File: config.mk
export PLATFORM = sky130hd
export DESIGN_NAME = iob_cache_line_fill
export DESIGN_NICKNAME = d
export VERILOG_FILES = /design/src/rtl/iob_cache_line_fill_pkg.sv /design/src/rtl/iob_cache_line_fill.sv
export SDC_FILE = /design/constraint.sdc
export NUM_CORES = 1
export LEC_CHECK = 0
export CAP_MARGIN = 0
export CORE_MARGIN = 5
export CORE_UTILIZATION = 48
export CTS_BUF_LIST = sky130_fd_sc_hd__clkbuf_8 sky130_fd_sc_hd__clkbuf_16
export DETAILED_ROUTE_END_ITERATION = 6
export PLACE_DENSITY = 0.83
export SLEW_MARGIN = 40
export SYNTH_ARGS = -nofsm -noshare
export SYNTH_HDL_FRONTEND = slang
export SYNTH_SLANG_ARGS = --single-unit
File: constraint.sdc
create_clock -name clk_i -period 6.9 [get_ports clk_i]
set_clock_uncertainty 0.2 [all_clocks]
set_input_delay 1.035 -clock clk_i [delete_from_list [all_inputs] [get_ports clk_i]]
set_output_delay 1.035 -clock clk_i [all_outputs]
set_load 0.005 [all_outputs]
File: src/rtl/iob_cache_line_fill_pkg.sv
// Shared types, state encoding and width helpers for the cache line-fill assembler.
package iob_cache_line_fill_pkg;

  localparam logic [1:0] IDLE   = 2'd0;
  localparam logic [1:0] FILL   = 2'd1;
  localparam logic [1:0] COMMIT = 2'd2;

  typedef enum logic [1:0] {
    StIdle   = IDLE,
    StFill   = FILL,
    StCommit = COMMIT
  } state_e;

  localparam int unsigned DEF_BE_DATA_W = 32;
  localparam int unsigned DEF_LINE2BE_W = 2;
  localparam int unsigned DEF_TAG_W     = 16;
  localparam int unsigned DEF_INDEX_W   = 7;
  localparam int unsigned DEF_NWAYS_W   = 1;

  // Zero-width fields (one-word line, direct-mapped) still need a 1-bit port.
  function automatic int unsigned clamp_w(input int unsigned w);
    return (w == 0) ? 1 : w;
  endfunction

  function automatic int unsigned line_w(input int unsigned be_w, input int unsigned l2be_w);
    return be_w << l2be_w;
  endfunction

  localparam int unsigned LINE_W = line_w(DEF_BE_DATA_W, DEF_LINE2BE_W);
  localparam int unsigned OFF_W  = clamp_w(DEF_LINE2BE_W);
  localparam int unsigned WAY_W  = clamp_w(DEF_NWAYS_W);

endpackage

File: src/rtl/iob_cache_line_fill.sv
// Line-fill assembler: gathers back-end words of a refill, forwards the critical word,
// then commits the whole line and its tag in one cycle.
module iob_cache_line_fill
  import iob_cache_line_fill_pkg::*;
#(
  parameter int unsigned BE_DATA_W = DEF_BE_DATA_W,
  parameter int unsigned LINE2BE_W = DEF_LINE2BE_W,
  parameter int unsigned TAG_W     = DEF_TAG_W,
  parameter int unsigned INDEX_W   = DEF_INDEX_W,
  parameter int unsigned NWAYS_W   = DEF_NWAYS_W
) (
  input  logic                                       clk_i,
  input  logic                                       reset,
  input  logic                                       fill_start_i,
  input  logic [TAG_W-1:0]                           fill_tag_i,
  input  logic [INDEX_W-1:0]                         fill_index_i,
  input  logic [clamp_w(NWAYS_W)-1:0]                fill_way_i,
  input  logic [clamp_w(LINE2BE_W)-1:0]              fill_crit_i,
  input  logic                                       read_valid_i,
  input  logic [clamp_w(LINE2BE_W)-1:0]              read_addr_i,
  input  logic [BE_DATA_W-1:0]                       read_rdata_i,
  output logic                                       line_we_o,
  output logic [INDEX_W-1:0]                         line_index_o,
  output logic [clamp_w(NWAYS_W)-1:0]                line_way_o,
  output logic [line_w(BE_DATA_W, LINE2BE_W)-1:0]    line_wdata_o,
  output logic                                       tag_we_o,
  output logic [TAG_W-1:0]                           tag_o,
  output logic                                       crit_valid_o,
  output logic [BE_DATA_W-1:0]                       crit_rdata_o,
  output logic                                       busy_o,
  output logic                                       done_o,
  output logic                                       err_o
);

  localparam int unsigned OffW   = clamp_w(LINE2BE_W);
  localparam int unsigned WayW   = clamp_w(NWAYS_W);
  localparam int unsigned LineW  = line_w(BE_DATA_W, LINE2BE_W);
  localparam int unsigned NWords = 1 << LINE2BE_W;

  state_e state_q, state_d;

  logic [TAG_W-1:0]     tag_q;
  logic [INDEX_W-1:0]   index_q;
  logic [WayW-1:0]      way_q;
  logic [OffW-1:0]      crit_q;
  logic [NWords-1:0]    mask_q;
  logic [LineW-1:0]     line_q;
  logic                 crit_valid_q;
  logic [BE_DATA_W-1:0] crit_rdata_q;
  logic                 line_we_q;
  logic                 tag_we_q;
  logic                 done_q;
  logic                 err_q;

  logic [OffW-1:0]   slot;
  logic [OffW-1:0]   crit_eff;
  logic [NWords-1:0] slot_oh;
  logic [NWords-1:0] mask_new;
  logic              word_acc;
  logic              word_dup;
  logic              word_crit;
  logic              line_full;

  // With a one-word line the offsets carry no information and are forced to zero.
  assign slot      = (LINE2BE_W == 0) ? '0 : read_addr_i;
  assign crit_eff  = (LINE2BE_W == 0) ? '0 : crit_q;
  assign slot_oh   = NWords'(1) << slot;
  assign word_acc  = read_valid_i && (state_q == StFill);
  assign word_dup  = |(mask_q & slot_oh);
  assign word_crit = word_acc && !word_dup && (slot == crit_eff);
  assign mask_new  = mask_q | slot_oh;
  assign line_full = &mask_new;

  always_comb begin
    state_d = state_q;
    unique case (state_q)
      StIdle:   if (fill_start_i) state_d = StFill;
      StFill:   if (word_acc && line_full) state_d = StCommit;
      StCommit: state_d = StIdle;
      default:  state_d = StIdle;
    endcase
  end

  always_ff @(posedge clk_i) begin
    if (reset) begin
      state_q      <= StIdle;
      tag_q        <= '0;
      index_q      <= '0;
      way_q        <= '0;
      crit_q       <= '0;
      mask_q       <= '0;
      line_q       <= '0;
      crit_valid_q <= 1'b0;
      crit_rdata_q <= '0;
      line_we_q    <= 1'b0;
      tag_we_q     <= 1'b0;
      done_q       <= 1'b0;
      err_q        <= 1'b0;
    end else begin
      state_q      <= state_d;
      crit_valid_q <= 1'b0;
      line_we_q    <= 1'b0;
      tag_we_q     <= 1'b0;
      done_q       <= 1'b0;
      unique case (state_q)
        StIdle: begin
          if (fill_start_i) begin
            tag_q   <= fill_tag_i;
            index_q <= fill_index_i;
            way_q   <= fill_way_i;
            crit_q  <= fill_crit_i;
            mask_q  <= '0;
            err_q   <= 1'b0;
          end
          // A stray word is an error even if a refill is launched in the same cycle.
          if (read_valid_i) err_q <= 1'b1;
        end
        StFill: begin
          if (fill_start_i) err_q <= 1'b1;
          if (word_acc) begin
            for (int unsigned k = 0; k < NWords; k++) begin
              if (slot_oh[k]) line_q[k*BE_DATA_W +: BE_DATA_W] <= read_rdata_i;
            end
            mask_q <= mask_new;
            if (word_dup) err_q <= 1'b1;
            if (word_crit) begin
              crit_valid_q <= 1'b1;
              crit_rdata_q <= read_rdata_i;
            end
            if (line_full) begin
              line_we_q <= 1'b1;
              tag_we_q  <= 1'b1;
              done_q    <= 1'b1;
            end
          end
        end
        StCommit: begin
          if (read_valid_i || fill_start_i) err_q <= 1'b1;
        end
        default: ;
      endcase
    end
  end

  assign line_we_o    = line_we_q;
  assign line_index_o = index_q;
  assign line_way_o   = way_q;
  assign line_wdata_o = line_q;
  assign tag_we_o     = tag_we_q;
  assign tag_o        = tag_q;
  assign crit_valid_o = crit_valid_q;
  assign crit_rdata_o = crit_rdata_q;
  assign busy_o       = (state_q != StIdle);
  assign done_o       = done_q;
  assign err_o        = err_q;

endmodule
## After elaboration in Yosys (flattened, before gate mapping)

Cells that the tools add are included.

- Bits in registers: 195
- Bits of input ports: 64
- Word-level logic and storage cells: 64

- Eq/ne operators: 8
- Shifts and indexed selects: 1
- Mux-type cells: 15
- Bitwise operators: 4
- Reductions and logical operators: 22

Operators with widths:

| operator | count |
|---|---|
| 3-bit AND reduction | 7 |
| 1-bit 2-to-1 mux | 8 |
| 4-bit 2-to-1 mux | 2 |
| 4-bit case mux with 2 select lines | 1 |
| 2-bit inequality test (second input constant) | 3 |
| 4-bit bitwise AND | 1 |
| 1-bit logical AND | 4 |
| 2-bit 2-to-1 mux | 2 |
| 4-bit OR | 1 |
| 2-bit case mux with 2 select lines | 1 |
| 2-bit AND reduction | 2 |
| 4-bit AND reduction | 1 |
| 2-bit nonzero test | 2 |
| 4-bit OR reduction | 1 |
| 1-bit by 2-bit left shift with 4-bit output (first input constant) | 1 |
| 3-bit inequality test (second input constant) | 1 |
| 1-bit case mux with 3 select lines | 1 |
| 3-bit nonzero test | 1 |
| 3-bit OR reduction | 1 |
| 2-bit by 1-bit equality test with 1-bit output (second input constant) | 1 |
| 2-bit equality test | 1 |
| 2-bit equality test (second input constant) | 1 |
| 2-bit logical NOT | 1 |
| 2-bit by 1-bit inequality test with 1-bit output (second input constant) | 1 |
| 3 further kinds | 4 |

## Depth between registers and ports, before layout

- Depth after elaboration: 7
- Depth in mapped cells: 9
- Gate-level depth less buffers: 6

## Least setup slack after synthesis

No wires, ideal clock.

- Path type: input-to-reg
- Start: input read_addr_i[0]
- End: register crit_rdata_q[10], in the netlist crit_rdata_o[10]
- Setup time: 128 ps
- Data arrival time: 2481 ps
- Path slack: 4092 ps
- Cell stages on the path: 5
- Path buffers: 1
- Cells stage by stage: mux4_2 -> nor4_4 -> buf_6 -> mux2i_1 -> nor2_1

- Word-level cells in the longest chain between the ends: 7
- Elaborated cells between the ends (all ways): 8
- Classes of those cells: eq/ne: 1; shift: 1; bitwise: 1; reduce/logical: 5

Ends and longest elaborated chain:

| element | RTL line | RTL |
|---|---|---|
| start, declared | iob_cache_line_fill.sv:20 | `input logic [clamp_w(LINE2BE_W)-1:0] read_addr_i,` |
| 1-bit by 2-bit left shift with 4-bit output | iob_cache_line_fill.sv:67 | `assign slot_oh = NWords'(1) << slot;` |
| 4-bit bitwise AND | iob_cache_line_fill.sv:69 | `assign word_dup = \|(mask_q & slot_oh);` |
| 4-bit OR reduction | iob_cache_line_fill.sv:69 |  |
| 1-bit logical NOT | iob_cache_line_fill.sv:70 | `assign word_crit = word_acc && !word_dup && (slot == crit_eff);` |
| 1-bit logical AND | iob_cache_line_fill.sv:70 |  |
| 1-bit logical AND (*) | iob_cache_line_fill.sv:70 |  |
| 3-bit AND reduction (no source line) (*) | n/a |  |
| end signal, assigned | iob_cache_line_fill.sv:128 | `crit_rdata_q <= read_rdata_i;` |
| end, declared | iob_cache_line_fill.sv:49 | `logic [BE_DATA_W-1:0] crit_rdata_q;` |

Mark *: on every way between the ends. The rest lies on a longest branch, timed or not.
A chain may end at the register's enable or synchronous reset.

## Worst setup path in the final report

- Start: input read_addr_i[0]
- End: register crit_rdata_q[11], in the netlist crit_rdata_o[11]

Same word-level chain as after synthesis.

==> impl_results.md <==
- Post-CTS setup buffer count: 0
- CTS clock-pin slew for the worst setup and hold paths: 0.07 ns
- Rel. slew slack: 44.70%
- Critical path class: input pin to flip-flop
- Crit. End Element: flip-flop
- Placed inst area: 9558 µm²
- DRC: 0
- Antenna-violating nets left: 0
- Max_cap viols: 0
- P per Cell Area: 260.2 nW/µm²
- Critical path peak fanout: 33
- Hold WC Path Type: flip-flop to flip-flop
- Wirelength per Cell: 16.55 µm
- Area Overhead vs Synth: 45.47%
- Min Clock Period, post-route: 3.496 ns
- Non-filler cells, final: 1262
- Fin. max-slew vios: 0
- Vias in the first global route: 6003
- Sink Count: 195
- CTS max path bufs: 2
- Post-CTS sizing: 0
- All-Layer GR Usage: 23.89%
- Peak per-stage delay on the critical path: 0.71 ns
- Via-to-Cell Ratio: 5.122
- Lkg Pwr: 0.003429 µW
- Share of cells above drive strength 1: 4.824%
- Setup TNS Final: 0 ns
- Final Hold Violating Endpoints: 0
- Die width: 130.5 µm
- Reg2Reg Depth: 7
- Initial drt markers: 372
- Top-level I/O count: 254
- Distinct cells, synth: 29
- RSZ-0062 raised after global routing: no
- Critical Path AT: 3.57 ns
- Global route overflow: 0
- Ys async rst share: 0%
- WL final: 20.89 mm
- Design area: 10140 µm²
- R2r setup slk: 4.08 ns
- Worst path slowest cell: clkdlybuf4s50_1
- Worst setup margin: 3.404 ns
- Final setup viols: 0
- Drt pass-1 iters: 5
- Fin crit share: 50.66%
- CTS tree: yes
- Worst path top cell family by delay: buffers and inverters
- Initial Util: 48.53%
- Min-delay src: line_index_o[1]
- Syn Area/Cell: 8.252 µm²
- Final GP Congestion: 0.8061
- Synth warnings: 0
- Initial antenna violation count: 0
- Most common cell after layout, fill and taps aside: nand2_1
- Reg2reg end: crit_rdata_o[11]
- Synth Instances: 845
- Post-synth EDFFs: 0
- Hold Path End: line_index_o[1]
- First-pass GRT wire length: 31.92 mm
- Req. time, crit path: 6.98 ns
- Clk root buf: clkbuf_16
- Setup slack at placement: 3.002 ns
- Total CTS buffers: 17
- Worst-path cell chain: clkdlybuf4s50_1 > mux4_2 > nor4_4 > buf_4 > mux2i_1 > nor2_1
- Status: complete, no violations
- Post-DP HPWL: 13.95 mm
- DP Cell Count: 1229
- # rows: 44
- Layout net count: 1134
- Syn Std Cell Area: 6973 µm²
- Post-Syn Nets: 914
- Clock latency on the worst-skew pair: 0.42 ns
- Worst IR drop on VDD: 0.1501 mV
- Die area: 17040 µm²
- Sequential share of the synthesized area: 55.98%
- Diode count: 0
- Leading cell types in the layout, fill and taps excluded: nand2_1 (310), clkdlybuf4s50_1 (252), dfxtp_1 (195)
- Final Power: 2639 µW
- Worst Tran Pin Value: 0.8286 ns
- #FFs+latches synth: 195
- CP Launch Type: input pin
- Largest net degree at the start of global routing: 122
- Die Y: 130.5 µm
- Max Clk Rate: 286.1 MHz
- R2R Path Start: state_q[1]
- Most used DFF post-synth: dfxtp_1
- Core area: 14370 µm²
- Critical path buffers and inverters: 2
- Min-Delay Path Depth: 2
- # hold bufs at CTS: 0
- H-tree depth: 4
- Port Buffers: 253
- DR vias: 6464
==> through the flow <==
step / hold WS [ns] / util (%)
floorplan: 0.2481 / -
global placement: 0.2407 / 66.51
detailed placement: 0.2457 / 66.52
CTS: 0.2549 / 70.37
global route: 0.2663 / 70.59
finish: 0.2532 / 70.59
==> registers in the layout, summed over array words and instances, names as in the netlist <==
name,count
tag_o,16
line_way_o,1
crit_rdata_o,32
done_o,1
line_wdata_o,128
line_index_o,7
crit_eff,2
mask_q,4
state_q,2
crit_valid_o,1
err_o,1
==> worst reg2reg max path, stage by stage (launching register included) <==
cell and delay, ns:
dfxtp_1 0.35, inv_1 0.13, ha_1 0.34, nand2_1 0.35
nor4_4 0.36, buf_4 0.56, mux2i_1 0.32, nor2_1 0.07
==> where the power goes <==
group / internal [µW] / switching [µW] / total [µW]
Clock: 505 / 423 / 928
Combinational: 226 / 250 / 476
Sequential: 1190 / 41.2 / 1240
Total: 1930 / 714 / 2640
==> area by class of cell <==
| class | instances | area, µm² |
|---|---|---|
| Clock inverter | 14 | 113.9 |
| Sequential cell | 195 | 3904 |
| Clock buffer | 18 | 439.2 |
| Fill cell | 1105 | 4225 |
| Inverter | 5 | 18.77 |
| Multi-Input combinational cell | 585 | 2821 |
| Timing Repair Buffer | 261 | 2616 |
| Tap cell | 184 | 230.2 |
==> logic make-up (layout without fill, tap and decap cells) <==
| logic type | count (synthesis) | after routing | synth area share, % |
|---|---|---|---|
| xor+xnor | 2 | 2 | 0.2513 |
| simple gates | 374 | 374 | 21.14 |
| flops | 195 | 195 | 55.98 |
| fa+ha+maj | 5 | 5 | 0.8972 |
| mux | 36 | 36 | 5.365 |
| buf+inv | 65 | 298 | 3.930 |
| compound gates | 168 | 168 | 12.44 |
==> metal layers <==
layer / up-vias / track usage (%) / routed length (µm)
met5: - / 0 / 0
met4: 0 / 7.441 / 431
met3: 29 / 8.902 / 2042
met2: 233 / 39.99 / 10050
met1: 3021 / 28.66 / 8366
li1: 3181 / - / -
==> how the worst max path moves through the flow <==
stage                   start                to  depth (start not counted)  slack, ns
4_1_cts        read_addr_i[0]  crit_rdata_o[11]                          6       3.41
3_5_place_dp   read_addr_i[0]   crit_rdata_o[3]                          6       3.00
6_report       read_addr_i[0]  crit_rdata_o[11]                          6       3.40
2_1_floorplan  read_addr_i[0]  crit_rdata_o[10]                          5       4.09
5_1_grt        read_addr_i[0]  crit_rdata_o[11]                          6       3.30
3_3_place_gp   read_addr_i[0]  crit_rdata_o[20]                          6       3.11
==> synthesized netlist by cell type (all sizes together) (3+ instances only) <==
library cell,n,area [µm²]
a21oi,155,775.7
a31oi,3,18.77
buf,5,48.79
clkbuf,55,206.5
dfxtp,195,3904
ha,5,62.56
inv,5,18.77
mux2i,34,340.3
nand2,311,1167
nand2b,7,43.79
nand4,4,25.02
nor2,41,153.9
nor3,3,15.01
o21a,4,30.03
No activity file was read; power rests on OpenSTA's default activity.
